File: src/rtl/ifu_lsu_mem_arbiter.sv
// Arbitrates IFU fetches and LSU accesses onto one memory port and routes in-order responses back by tag.
// Optional macro ARB_STARVE_GUARD_EN: forces an IFU grant after MAX_WAIT consecutive LSU grants.
`ifndef XLEN
`define XLEN 32
`endif
`ifndef PC_SIZE
`define PC_SIZE 32
`endif
`ifndef INSTR_SIZE
`define INSTR_SIZE 32
`endif

module ifu_lsu_mem_arbiter #(
  parameter int unsigned OUTS_DEPTH = 2,
  parameter int unsigned MAX_WAIT   = 4
) (
  input  logic                    clk,
  input  logic                    rst_n,
  input  logic                    ifu_req_valid,
  output logic                    ifu_req_ready,
  input  logic [`PC_SIZE-1:0]     ifu_req_pc,
  output logic                    ifu_rsp_valid,
  input  logic                    ifu_rsp_ready,
  output logic [`INSTR_SIZE-1:0]  ifu_rsp_instr,
  output logic                    ifu_rsp_err,
  input  logic                    lsu_req_valid,
  output logic                    lsu_req_ready,
  input  logic [`XLEN-1:0]        lsu_req_addr,
  input  logic                    lsu_req_write,
  input  logic [`XLEN-1:0]        lsu_req_wdata,
  input  logic [`XLEN/8-1:0]      lsu_req_wmask,
  output logic                    lsu_rsp_valid,
  input  logic                    lsu_rsp_ready,
  output logic [`XLEN-1:0]        lsu_rsp_rdata,
  output logic                    lsu_rsp_err,
  output logic                    mem_req_valid,
  input  logic                    mem_req_ready,
  output logic [`XLEN-1:0]        mem_req_addr,
  output logic                    mem_req_write,
  output logic [`XLEN-1:0]        mem_req_wdata,
  output logic [`XLEN/8-1:0]      mem_req_wmask,
  input  logic                    mem_rsp_valid,
  output logic                    mem_rsp_ready,
  input  logic [`XLEN-1:0]        mem_rsp_rdata,
  input  logic                    mem_rsp_err
);

  localparam int unsigned PTR_W = (OUTS_DEPTH > 1) ? $clog2(OUTS_DEPTH) : 1;
  localparam int unsigned CNT_W = $clog2(OUTS_DEPTH + 1);

  typedef enum logic {IDLE, HOLD} state_t;

  state_t             state_q, state_d;
  logic               held_lsu_q;
  logic               sel_lsu;
  logic               force_ifu;
  logic [OUTS_DEPTH-1:0] tag_q;
  logic [PTR_W-1:0]   wr_ptr_q, rd_ptr_q;
  logic [CNT_W-1:0]   count_q;
  logic               full, empty, head_lsu;
  logic               push, pop;

  assign full     = (count_q == CNT_W'(OUTS_DEPTH));
  assign empty    = (count_q == '0);
  assign head_lsu = tag_q[rd_ptr_q];
  assign push     = mem_req_valid && mem_req_ready;
  assign pop      = mem_rsp_valid && mem_rsp_ready && !empty;

`ifdef ARB_STARVE_GUARD_EN
  logic [3:0] starve_cnt_q;

  assign force_ifu = ifu_req_valid && (starve_cnt_q >= 4'(MAX_WAIT));

  always_ff @(posedge clk or negedge rst_n) begin
    if (!rst_n) begin
      starve_cnt_q <= '0;
    end else if (!ifu_req_valid || ifu_req_ready) begin
      starve_cnt_q <= '0;
    end else if (lsu_req_ready && starve_cnt_q != 4'hf) begin
      starve_cnt_q <= starve_cnt_q + 4'd1;
    end
  end
`else
  assign force_ifu = 1'b0;
`endif

  // Request side: in HOLD the registered owner keeps the port regardless of new arrivals
  always_comb begin
    state_d = state_q;
    if (state_q == HOLD) begin
      sel_lsu = held_lsu_q;
    end else begin
      sel_lsu = lsu_req_valid && !force_ifu;
    end

    mem_req_valid = !full && (sel_lsu ? lsu_req_valid : ifu_req_valid);
    if (sel_lsu) begin
      mem_req_addr  = lsu_req_addr;
      mem_req_write = lsu_req_write;
      mem_req_wdata = lsu_req_wdata;
      mem_req_wmask = lsu_req_wmask;
    end else begin
      mem_req_addr  = `XLEN'(ifu_req_pc);
      mem_req_write = 1'b0;
      mem_req_wdata = '0;
      mem_req_wmask = '1;
    end
    ifu_req_ready = mem_req_valid && !sel_lsu && mem_req_ready;
    lsu_req_ready = mem_req_valid &&  sel_lsu && mem_req_ready;

    case (state_q)
      IDLE:    if (mem_req_valid && !mem_req_ready) state_d = HOLD;
      HOLD:    if (push) state_d = IDLE;
      default: state_d = IDLE;
    endcase
  end

  always_ff @(posedge clk or negedge rst_n) begin
    if (!rst_n) begin
      state_q    <= IDLE;
      held_lsu_q <= 1'b0;
    end else begin
      state_q <= state_d;
      if (state_q == IDLE) held_lsu_q <= sel_lsu;
    end
  end

  // Response side: an empty FIFO sinks stray responses
  always_comb begin
    ifu_rsp_valid = mem_rsp_valid && !empty && !head_lsu;
    lsu_rsp_valid = mem_rsp_valid && !empty &&  head_lsu;
    ifu_rsp_instr = mem_rsp_rdata[`INSTR_SIZE-1:0];
    ifu_rsp_err   = mem_rsp_err;
    lsu_rsp_rdata = mem_rsp_rdata;
    lsu_rsp_err   = mem_rsp_err;
    if (empty) mem_rsp_ready = 1'b1;
    else       mem_rsp_ready = head_lsu ? lsu_rsp_ready : ifu_rsp_ready;
  end

  always_ff @(posedge clk or negedge rst_n) begin
    if (!rst_n) begin
      tag_q    <= '0;
      wr_ptr_q <= '0;
      rd_ptr_q <= '0;
      count_q  <= '0;
    end else begin
      if (push) begin
        tag_q[wr_ptr_q] <= sel_lsu;
        wr_ptr_q <= (wr_ptr_q == PTR_W'(OUTS_DEPTH - 1)) ? '0 : wr_ptr_q + 1'b1;
      end
      if (pop) begin
        rd_ptr_q <= (rd_ptr_q == PTR_W'(OUTS_DEPTH - 1)) ? '0 : rd_ptr_q + 1'b1;
      end
      case ({push, pop})
        2'b10:   count_q <= count_q + 1'b1;
        2'b01:   count_q <= count_q - 1'b1;
        default: count_q <= count_q;
      endcase
    end
  end

endmodule

File: config.mk
export PLATFORM = sky130hd
export DESIGN_NAME = ifu_lsu_mem_arbiter
export DESIGN_NICKNAME = d
export VERILOG_FILES = /design/src/rtl/ifu_lsu_mem_arbiter.sv
export SDC_FILE = /design/constraint.sdc
export NUM_CORES = 1
export LEC_CHECK = 0
export ABC_CLOCK_PERIOD_IN_PS = 4000
export BUFFER_PORTS_ARGS = -buffer_cell sky130_fd_sc_hd__buf_2
export CORE_AREA = 2 2 109 111
export CTS_CLUSTER_SIZE = 24
export DETAILED_ROUTE_END_ITERATION = 8
export DIE_AREA = 0 0 111 113
export GPL_ROUTABILITY_DRIVEN = 0
export SYNTH_ARGS = -nofsm -noshare
export SYNTH_HDL_FRONTEND = slang
export SYNTH_SLANG_ARGS = --single-unit
File: constraint.sdc
create_clock -name clk -period 4 [get_ports clk]
set_input_delay 0.2 -clock clk [delete_from_list [all_inputs] [get_ports clk]]
set_output_delay 0.2 -clock clk [all_outputs]
set_load 0.005 [all_outputs]
==> out/metrics.cfg, run 1 <==
[setup_path]
crit_buf_inv = 2
cp-end-kind = output pin
worstPathMaxFanout = 71
criticalPathCategory = flop to output pin
r2r-end = count_q[1]$_DFFE_PN0P_
cp_top_family = buffers and inverters
cp_num_cells = 4
r2r_setup_slack_ns = 2.12
slowest_delay_ns = 0.74
cp.arrival_ns = 1.99
start_kind = flop
critPathSlowestCell = inv_2
crit_end = mem_req_wdata[26]
path_cells = mux2i_4 -> inv_2 -> and2_1 -> buf_2
r2r-start = held_lsu_q$_DFFE_PN0N_
r2r_cells = 5
worstPathRequired_ns = 3.80

[grt]
antenna_found_initial = 0
track_usage = 0.0769
first_global_vias = 1576
grt_pass1_wl_um = 7980
grt_max_degree = 72
grt-ovfl-total = 0

[sta]
max_slew_margin = 0.325
drv_slew = 0
fin_crit_ns = 2.19
fmax_mhz = 457
setup_viol = 0
fin_tns_setup_ns = 0
finClkSkew_ns = 0.000933
rsz0062_at_grt = false
tightest_slew_ns = 1.01
hold_viol_final = 0
fin_crit_sh = 0.548

[logic_synthesis]
synth_most_common_cell = nand2_1
yosysTopAreaCell = buf_4
syn-cell-area_um2 = 1580
ys_seq_elements = 8
async_flop_share = 1.00
synth_flop_cell = dfrtp_1
syn_nets = 391
ys_seq_area_frac = 0.127
synth_edf_count = 0
synth_top_area_share = 0.314
synthTopCellsByCount = nand2_1, buf_4, and2_1, dfrtp_1
synth.distinct_cells = 23
synth.avg_cell_area_um2 = 6.37
ys_warn_count = 0
postSynthCellCount = 248
synth_area_leaders = buf_4, nand2_1, and2_1

[detailed_routing]
ant_nets = 0
wirelength_um = 5530
drc = 0
dr.pass1.iters = 4
top_layer_used = met4
wl_met3_um = 583
num_vias = 1749
met2_length_um = 2820
first_iter_violations = 56
via_per_inst = 3.48
wl_met1_um = 2120
wire_per_inst_um = 11.0

[clock_network]
clock_sinks = 8
cts_tree = yes
clk_pin_slew_ns = 0.04
postCtsResizedCells = 0
cts-root-buf = clkbuf_16
ctsLongestPathBuffers = 2
clk_latency_ns = 0.23
htreeDepth = 1
numCtsBuffers = 3

[placed_design]
place_area_um2 = 2130
hpwl_um = 4540
io_buffers = 183

[layout]
insertedDiodeCount = 0
post-route-cell-area_um2 = 2220
area_growth_pct = 40.4
drive_above_1_share = 0.540
fill_cells = 1297
fin_nets = 504

[floorplanning]
core_region_area_um2 = 11300
dieWidth_um = 111
rows = 39
start_util = 0.140
die_area_um2 = 12500
dieHeight_um = 113
io_pins = 283

[power_and_ir_drop]
ir_worst_vdd_mv = 0.282
leakage_uw = 0.00137
powerDensity_nw_per_um2 = 557

[run_status]
status = finished clean

[min_path]
hp-class = input port to flop

[job]
cap_violations = 0

[tightest hold or removal path, stage by stage]
cell and delay, ns:
buf_2 0.10, inv_1 0.06, mux2_2 0.14
[where the power goes]
| group | switching, µW | leakage, µW | internal (µW) |
|---|---|---|---|
| logic | 471 | 0.00124 | 425 |
| clock network | 37.6 | 0.0000370 | 129 |
| registers | 49.1 | 0.0000952 | 124 |
| total | 557 | 0.00137 | 678 |
[stage by stage]
| stage | cells | setup WS [ns] | util | total power (µW) | hold WS [ns] |
|---|---|---|---|---|---|
| 5_1_grt | 502 | 1.61 | 0.197 | 1370 | 0.321 |
| 6_report | 502 | 1.81 | 0.197 | 1240 | 0.300 |
| 3_3_place_gp | 498 | 2.06 | 0.189 | 1080 | 0.0507 |
| 4_1_cts | 502 | 1.78 | 0.197 | 1260 | 0.304 |
| 3_5_place_dp | 498 | 2.02 | 0.189 | 1090 | 0.0494 |
| 2_1_floorplan | 248 | 2.26 | - | 754 | -0.0956 |
[metal layers]
metal | GRT usage | up-vias
met2 | 0.146 | 139
li1 | - | 907
met1 | 0.0876 | 701
met5 | 0 | -
met3 | 0.0257 | 2
met4 | 0.00583 | 0
[layout make-up]
type / count / area [µm²] / share of cell area
clock buffer: 3 / 75.1 / 0.0339
inverter: 3 / 11.3 / 0.00508
multi-input combinational: 160 / 818 / 0.369
sequential: 8 / 200 / 0.0903
tap: 143 / 179 / 0.0807
timing repair buffer: 185 / 933 / 0.421
[cells by family after synthesis]
| logic type | count (synthesis) | share of synthesized area |
|---|---|---|
| buffers and inverters | 80 | 0.355 |
| AOI/OAI and AO/OA | 8 | 0.0452 |
| DFF | 8 | 0.127 |
| xor gates and xnor gates | 5 | 0.0277 |
| muxes | 5 | 0.0404 |
| adders and majority gates | 1 | 0.00792 |
| and+or+nand+nor | 141 | 0.397 |
[cell usage in the layout (no fill, tap or decap)]
| cell type | netlist | final |
|---|---|---|
| buf_2 | 4 | 183 |
| nand2_1 | 96 | 96 |
| and2_1 | 33 | 33 |
| dfrtp_1 | 8 | 8 |
| nor2_1 | 6 | 6 |
| nand2b_1 | 4 | 4 |
| mux2i_1 | 3 | 3 |
| xnor2_1 | 3 | 3 |
| clkbuf_16 | 0 | 3 |
| o21ai_0 | 2 | 2 |
| nor2b_1 | 2 | 2 |
| inv_1 | 2 | 2 |
| xor2_1 | 2 | 2 |
| o21ai_2 | 2 | 2 |
| o31ai_2 | 2 | 2 |
| mux2i_4 | 1 | 1 |
| inv_2 | 1 | 1 |
| a211oi_1 | 1 | 1 |
| a2111o_1 | 1 | 1 |
| mux2_2 | 1 | 1 |
| ha_1 | 1 | 1 |
| dlygate4sd3_1 | 0 | 1 |
| buf_4 | 66 | 1 |
[how the worst min path moves through the flow]
stage | slack [ns] | start | to | cells after the start
finish | 0.30 | mem_req_ready | flop | 3
global route | 0.32 | mem_req_ready | flop | 3
CTS | 0.30 | mem_req_ready | flop | 3
detailed placement | 0.05 | rst_n | count_q[0]$_DFFE_PN0P_ | 1
global placement | 0.05 | rst_n | rd_ptr_q$_DFFE_PN0P_ | 1
floorplan | -0.1 | rst_n | asynchronous set/reset pin | 0
[what timing repair did]
| item | in CTS | in global routing |
|---|---|---|
| endpoints found under the hold margin | 8 | 0 |
| buffers inserted | 0 | 0 |
| hold buffers | 1 | 0 |
No activity file was read; power rests on OpenSTA's default activity.
==> run 2: changes to the inputs <==
ABC_CLOCK_PERIOD_IN_PS = 2200   (was 4000)
clock period = 2.2 ns   (was 4 ns; I/O delays follow)
==> out/metrics.cfg, run 2 (same netlist as run 1, synthesis figures left out) <==
[run_status]
status = finished clean

[layout]
final_common_cell = buf_2
drive_above_1_share = 0.545  ; +0.00506
utilization = 0.199  ; +0.00266
area_growth_pct = 42.3
multiInputGateArea_um2 = 818  ; unchanged
insertedDiodeCount = 0  ; unchanged
mostFrequentLayoutCells = buf_2, nand2_1, and2_1, dfrtp_1, nor2_1
fin_nets = 508  ; +0.79%
register_area_um2 = 200  ; unchanged
fill_cells = 1285  ; -0.93%

[detailed_routing]
wirelength_um = 5590  ; +1.2%
drc = 0  ; unchanged
num_vias = 1773  ; +1.4%
dr.pass1.iters = 4  ; unchanged
via_per_inst = 3.50  ; +0.57%
ant_nets = 0  ; unchanged
wire_per_inst_um = 11.1  ; +0.39%
first_iter_violations = 56  ; unchanged

[clock_network]
ctsHoldBuffers = 1  ; unchanged
clk_pin_slew_ns = 0.04  ; about the same
cts-root-buf = clkbuf_16
clock_sinks = 8  ; unchanged
numCtsBuffers = 3  ; unchanged
clk_latency_ns = 0.23  ; about the same
htreeDepth = 1  ; unchanged
cts_tree = yes
ctsLongestPathBuffers = 2  ; unchanged
cts_setup_buffers = 0  ; unchanged
postCtsResizedCells = 0  ; unchanged

[power_and_ir_drop]
power_switching_uw = 1040  ; +86%
power_frac_seq = 0.135  ; -0.005
p_clk_frac = 0.131  ; -0.004
ir_worst_vdd_mv = 0.426  ; +51%
leakage_uw = 0.00139  ; +1.4%
p_sw_frac = 0.449  ; -0.00270
powerDensity_nw_per_um2 = 1030  ; +85%
comb_power_share = 0.734  ; +0.009
p_int_uw = 1270  ; +88%

[job]
cap_violations = 0  ; unchanged

[min_path]
min_from = mem_req_ready
min_path_cells = 3  ; unchanged
hp-class = input port to flop

[floorplanning]
die_area_um2 = 12500  ; unchanged
core_region_area_um2 = 11300  ; unchanged
start_util = 0.140  ; unchanged
dieWidth_um = 111  ; unchanged
io_pins = 283  ; unchanged
rows = 39  ; unchanged
dieHeight_um = 113  ; unchanged

[setup_path]
cp-end-kind = flop
r2r-start = rd_ptr_q$_DFFE_PN0P_
criticalPathCategory = flop to flop
r2r_cells = 6  ; +1
start_kind = flop
r2r_setup_slack_ns = 0.43  ; -1.69 ns
worstPathMaxFanout = 3  ; -96%
worstPathRequired_ns = 2.35  ; -1.45 ns
cp.arrival_ns = 1.93  ; -0.06 ns
r2r-end = count_q[1]$_DFFE_PN0P_

[grt]
grt_max_degree = 49  ; -32%
first_global_vias = 1543  ; -2.1%
track_usage = 0.0774  ; +0.000479
grt-ovfl-total = 0  ; unchanged
antenna_found_initial = 0  ; unchanged
grt_pass1_wl_um = 7930  ; -0.69%

[sta]
fin_crit_ns = 1.77
finClkSkew_ns = 0.000999  ; +0.0000659 ns
hold_viol_final = 0  ; unchanged
drv_slew = 0  ; unchanged
tightest_slew_ns = 0.383  ; -0.628 ns
fmax_mhz = 564
setup_viol = 0  ; unchanged
rsz0062_at_grt = false
max_slew_margin = 0.745  ; +0.420
fin_tns_setup_ns = 0  ; unchanged
fin_crit_sh = 0.806

[placed_design]
hpwl_um = 4750  ; +4.7%
io_buffers = 183  ; unchanged

-- run 2: area by class of cell --
cell class | instances | share of cell area
Timing Repair Buffer | 189 | 0.429
Multi-Input combinational cell | 160 | 0.364
Sequential cell | 8 | 0.0891
Tap cell | 143 | 0.0796
Clock buffer | 3 | 0.0334
Inverter | 3 | 0.00501
-- run 2: metal layers --
| metal | part of all wire | global-route usage | up-vias | wire length, µm |
|---|---|---|---|---|
| met3 | 0.11 | 0.0262 | 4 | 623 |
| met1 | 0.38 | 0.0887 | 712 | 2120 |
| met2 | 0.50 | 0.140 | 142 | 2820 |
| li1 | - | - | 915 | - |
| met4 | 0.0055 | 0.0175 | 0 | 31 |
| met5 | 0 | 0 | - | 0 |
-- run 2: worst max-delay path by stage --
stage | start | to | slack, ns | cells after the start
detailed placement | rd_ptr_q$_DFFE_PN0P_ | count_q[1]$_DFFE_PN0P_ | 0.44 | 6
global placement | rd_ptr_q$_DFFE_PN0P_ | count_q[1]$_DFFE_PN0P_ | 0.50 | 6
finish | rd_ptr_q$_DFFE_PN0P_ | count_q[1]$_DFFE_PN0P_ | 0.43 | 6
floorplan | held_lsu_q$_DFFE_PN0N_ | count_q[1]$_DFFE_PN0P_ | 0.46 | 6
CTS | rd_ptr_q$_DFFE_PN0P_ | count_q[1]$_DFFE_PN0P_ | 0.42 | 6
global route | rd_ptr_q$_DFFE_PN0P_ | count_q[1]$_DFFE_PN0P_ | 0.28 | 6
-- run 2: critical path, cell delays in order (launching register included) --
cell and delay (ns):
dfrtp_1 0.36, mux2i_1 0.34, mux2i_1 0.27, nor2_1 0.10, ha_1 0.32, nor2_1 0.14
xor2_1 0.16
-- run 2: power groups by stage --
stage          clock network [µW]  logic, µW  registers, µW
4_1_cts                       313       1740            313
2_1_floorplan                   0       1070            298
6_report                      303       1700            312
5_1_grt                       319       1900            322
3_5_place_dp                    0       1730            314
3_3_place_gp                    0       1710            311
-- run 2: stage by stage --
stage | setup WS [ns] | instance area (µm²) | hold WS [ns] | total power (µW) | std cells
final | 0.426 | 2250 | 0.216 | 2310 | 506
after global routing | 0.276 | 2250 | 0.220 | 2550 | 506
after CTS | 0.415 | 2250 | 0.213 | 2360 | 506
after detailed placement | 0.441 | 2160 | -0.0396 | 2040 | 502
after floorplan | 0.465 | 1580 | -0.186 | 1370 | 248
after global placement | 0.503 | 2160 | -0.0351 | 2030 | 502
==> run 3: changes to the inputs <==
ABC_CLOCK_PERIOD_IN_PS = 1800   (was 2200)
clock period = 1.8 ns   (was 2.2 ns; I/O delays follow)
==> out/metrics.cfg, run 3 (same netlist as run 1, synthesis figures left out) <==
[grt]
first_global_vias = 1628  ; +5.5%
grt_pass1_wl_um = 8090  ; +2.1%
antenna_found_initial = 0  ; unchanged
grt_max_degree = 49  ; unchanged
track_usage = 0.0785  ; +0.00110
grt-ovfl-total = 0  ; unchanged

[setup_path]
cp-end-kind = flop
criticalPathCategory = flop to flop
worstPathRequired_ns = 1.95  ; -0.40 ns
crit_buf_inv = 0  ; unchanged
critPathSlowestCell = dfrtp_1
cp_top_family = multiplexers
path_cells = mux2i_2 -> mux2i_1 -> nor2_2 -> ha_2 -> xnor2_2 -> nor2_1 -> xor2_1
worstPathMaxFanout = 3  ; unchanged
cp.arrival_ns = 1.87  ; -0.06 ns
start_kind = flop
slowest_delay_ns = 0.38  ; +0.02 ns

[sta]
fin_tns_setup_ns = 0  ; unchanged
hold_viol_final = 0  ; unchanged
drv_slew = 0  ; unchanged
fin_crit_sh = 0.955  ; +0.149
rsz0062_at_grt = true
tightest_slew_ns = 0.364  ; -0.0192 ns
max_slew_margin = 0.755  ; +0.0102
fin_crit_ns = 1.72  ; -0.0552 ns
fmax_mhz = 582  ; +3.2%
setup_viol = 0  ; unchanged
finClkSkew_ns = 0.00257  ; +0.00157 ns

[clock_network]
htreeDepth = 1  ; unchanged
cts_tree = yes
clk_latency_ns = 0.23  ; about the same
numCtsBuffers = 3  ; unchanged
cts-root-buf = clkbuf_16
clock_sinks = 8  ; unchanged
ctsLongestPathBuffers = 2  ; unchanged
clk_pin_slew_ns = 0.03  ; about the same
cts_setup_buffers = 0  ; unchanged

[power_and_ir_drop]
leakage_uw = 0.00140  ; +0.49%
ir_worst_vdd_mv = 0.615  ; +44%
powerDensity_nw_per_um2 = 1270  ; +23%

[detailed_routing]
dr.pass1.iters = 4  ; unchanged
num_vias = 1766  ; -0.39%
wirelength_um = 5530  ; -1.1%
met2_length_um = 2790  ; -0.99%
drc = 0  ; unchanged
top_layer_used = met4
wire_per_inst_um = 10.9  ; -1.1%
wl_met3_um = 642  ; +3.0%
via_per_inst = 3.49  ; -0.39%
ant_nets = 0  ; unchanged
first_iter_violations = 75  ; +34%
wl_met1_um = 2070  ; -2.3%

[placed_design]
hpwl_um = 4710  ; -0.92%
io_buffers = 183  ; unchanged

[floorplanning]
rows = 39  ; unchanged
die_area_um2 = 12500  ; unchanged
dieHeight_um = 113  ; unchanged
start_util = 0.140  ; unchanged
dieWidth_um = 111  ; unchanged
core_region_area_um2 = 11300  ; unchanged
io_pins = 283  ; unchanged

[run_status]
status = finished clean

[layout]
utilization = 0.202  ; +0.00255
final_common_cell = buf_2
mostFrequentLayoutCells = buf_2, nand2_1, and2_1, dfrtp_1, nor2_1
drive_above_1_share = 0.556  ; +0.0110
fin_nets = 508  ; unchanged
area_growth_pct = 44.1
insertedDiodeCount = 0  ; unchanged

[job]
cap_violations = 0  ; unchanged

[min_path]
hp-class = input port to output pin

run 3: per-layer routing:
metal / GRT usage / up-vias
li1: - / 916
met1: 0.0902 / 703
met2: 0.144 / 142
met3: 0.0257 / 5
met4: 0.0142 / 0
met5: 0 / -
run 3: final timing paths:
check	from	end	slack (ns)	cells past startpoint
setup / recovery	rd_ptr_q$_DFFE_PN0P_	count_q[1]$_DFFE_PN0P_	0.08	7
hold / removal	mem_rsp_rdata[16]	ifu_rsp_instr[16]	0.18	0
setup reg to reg	rd_ptr_q$_DFFE_PN0P_	count_q[1]$_DFFE_PN0P_	0.08	7
hold reg to reg	rd_ptr_q$_DFFE_PN0P_	rd_ptr_q$_DFFE_PN0P_	0.51	1
max in group asynchronous	rst_n	rd_ptr_q$_DFFE_PN0P_	1.40	2
min in group asynchronous	rst_n	tag_q[1]$_DFFE_PN0P_	0.23	2
run 3: worst reg2reg max path: cells and delay by family, from the launching register on:
family / cells / cell delay (ns)
DFF: 1 / 0.38
xor gates and xnor gates: 2 / 0.28
adders and majority gates: 1 / 0.20
muxes: 2 / 0.56
and+or+nand+nor: 2 / 0.22
run 3: where the power goes:
| part | internal, µW | switching (µW) |
|---|---|---|
| registers | 276 | 114 |
| clock network | 286 | 86.4 |
| logic | 1050 | 1070 |
| total | 1610 | 1270 |
run 3: cell type report:
cell class                      instances  area, µm²
Fill cell                            1303       9000
Timing Repair Buffer                  189        976
Multi-Input combinational cell        160        835
Sequential cell                         8        200
Tap cell                              143        179
Clock buffer                            3       75.1
Inverter                                3       11.3
run 3: repair_timing:
item | in CTS | in global routing
resized for setup | 0 | 4
endpoints found under the setup margin | 0 | 1
hold endpoints to repair | 8 | 0
hold buffers | 1 | 0
run 3: through the flow:
step / hold WS, ns / instances / area (µm²) / power (µW) / setup slack [ns]
6_report: 0.180 / 506 / 2280 / 2890 / 0.0815
5_1_grt: 0.180 / 506 / 2280 / 3190 / -0.0623
4_1_cts: 0.180 / 506 / 2260 / 2910 / 0.0142
3_5_place_dp: -0.0529 / 502 / 2170 / 2520 / 0.0526
3_3_place_gp: -0.0550 / 502 / 2170 / 2510 / 0.136
2_1_floorplan: -0.206 / 248 / 1580 / 1670 / 0.0647
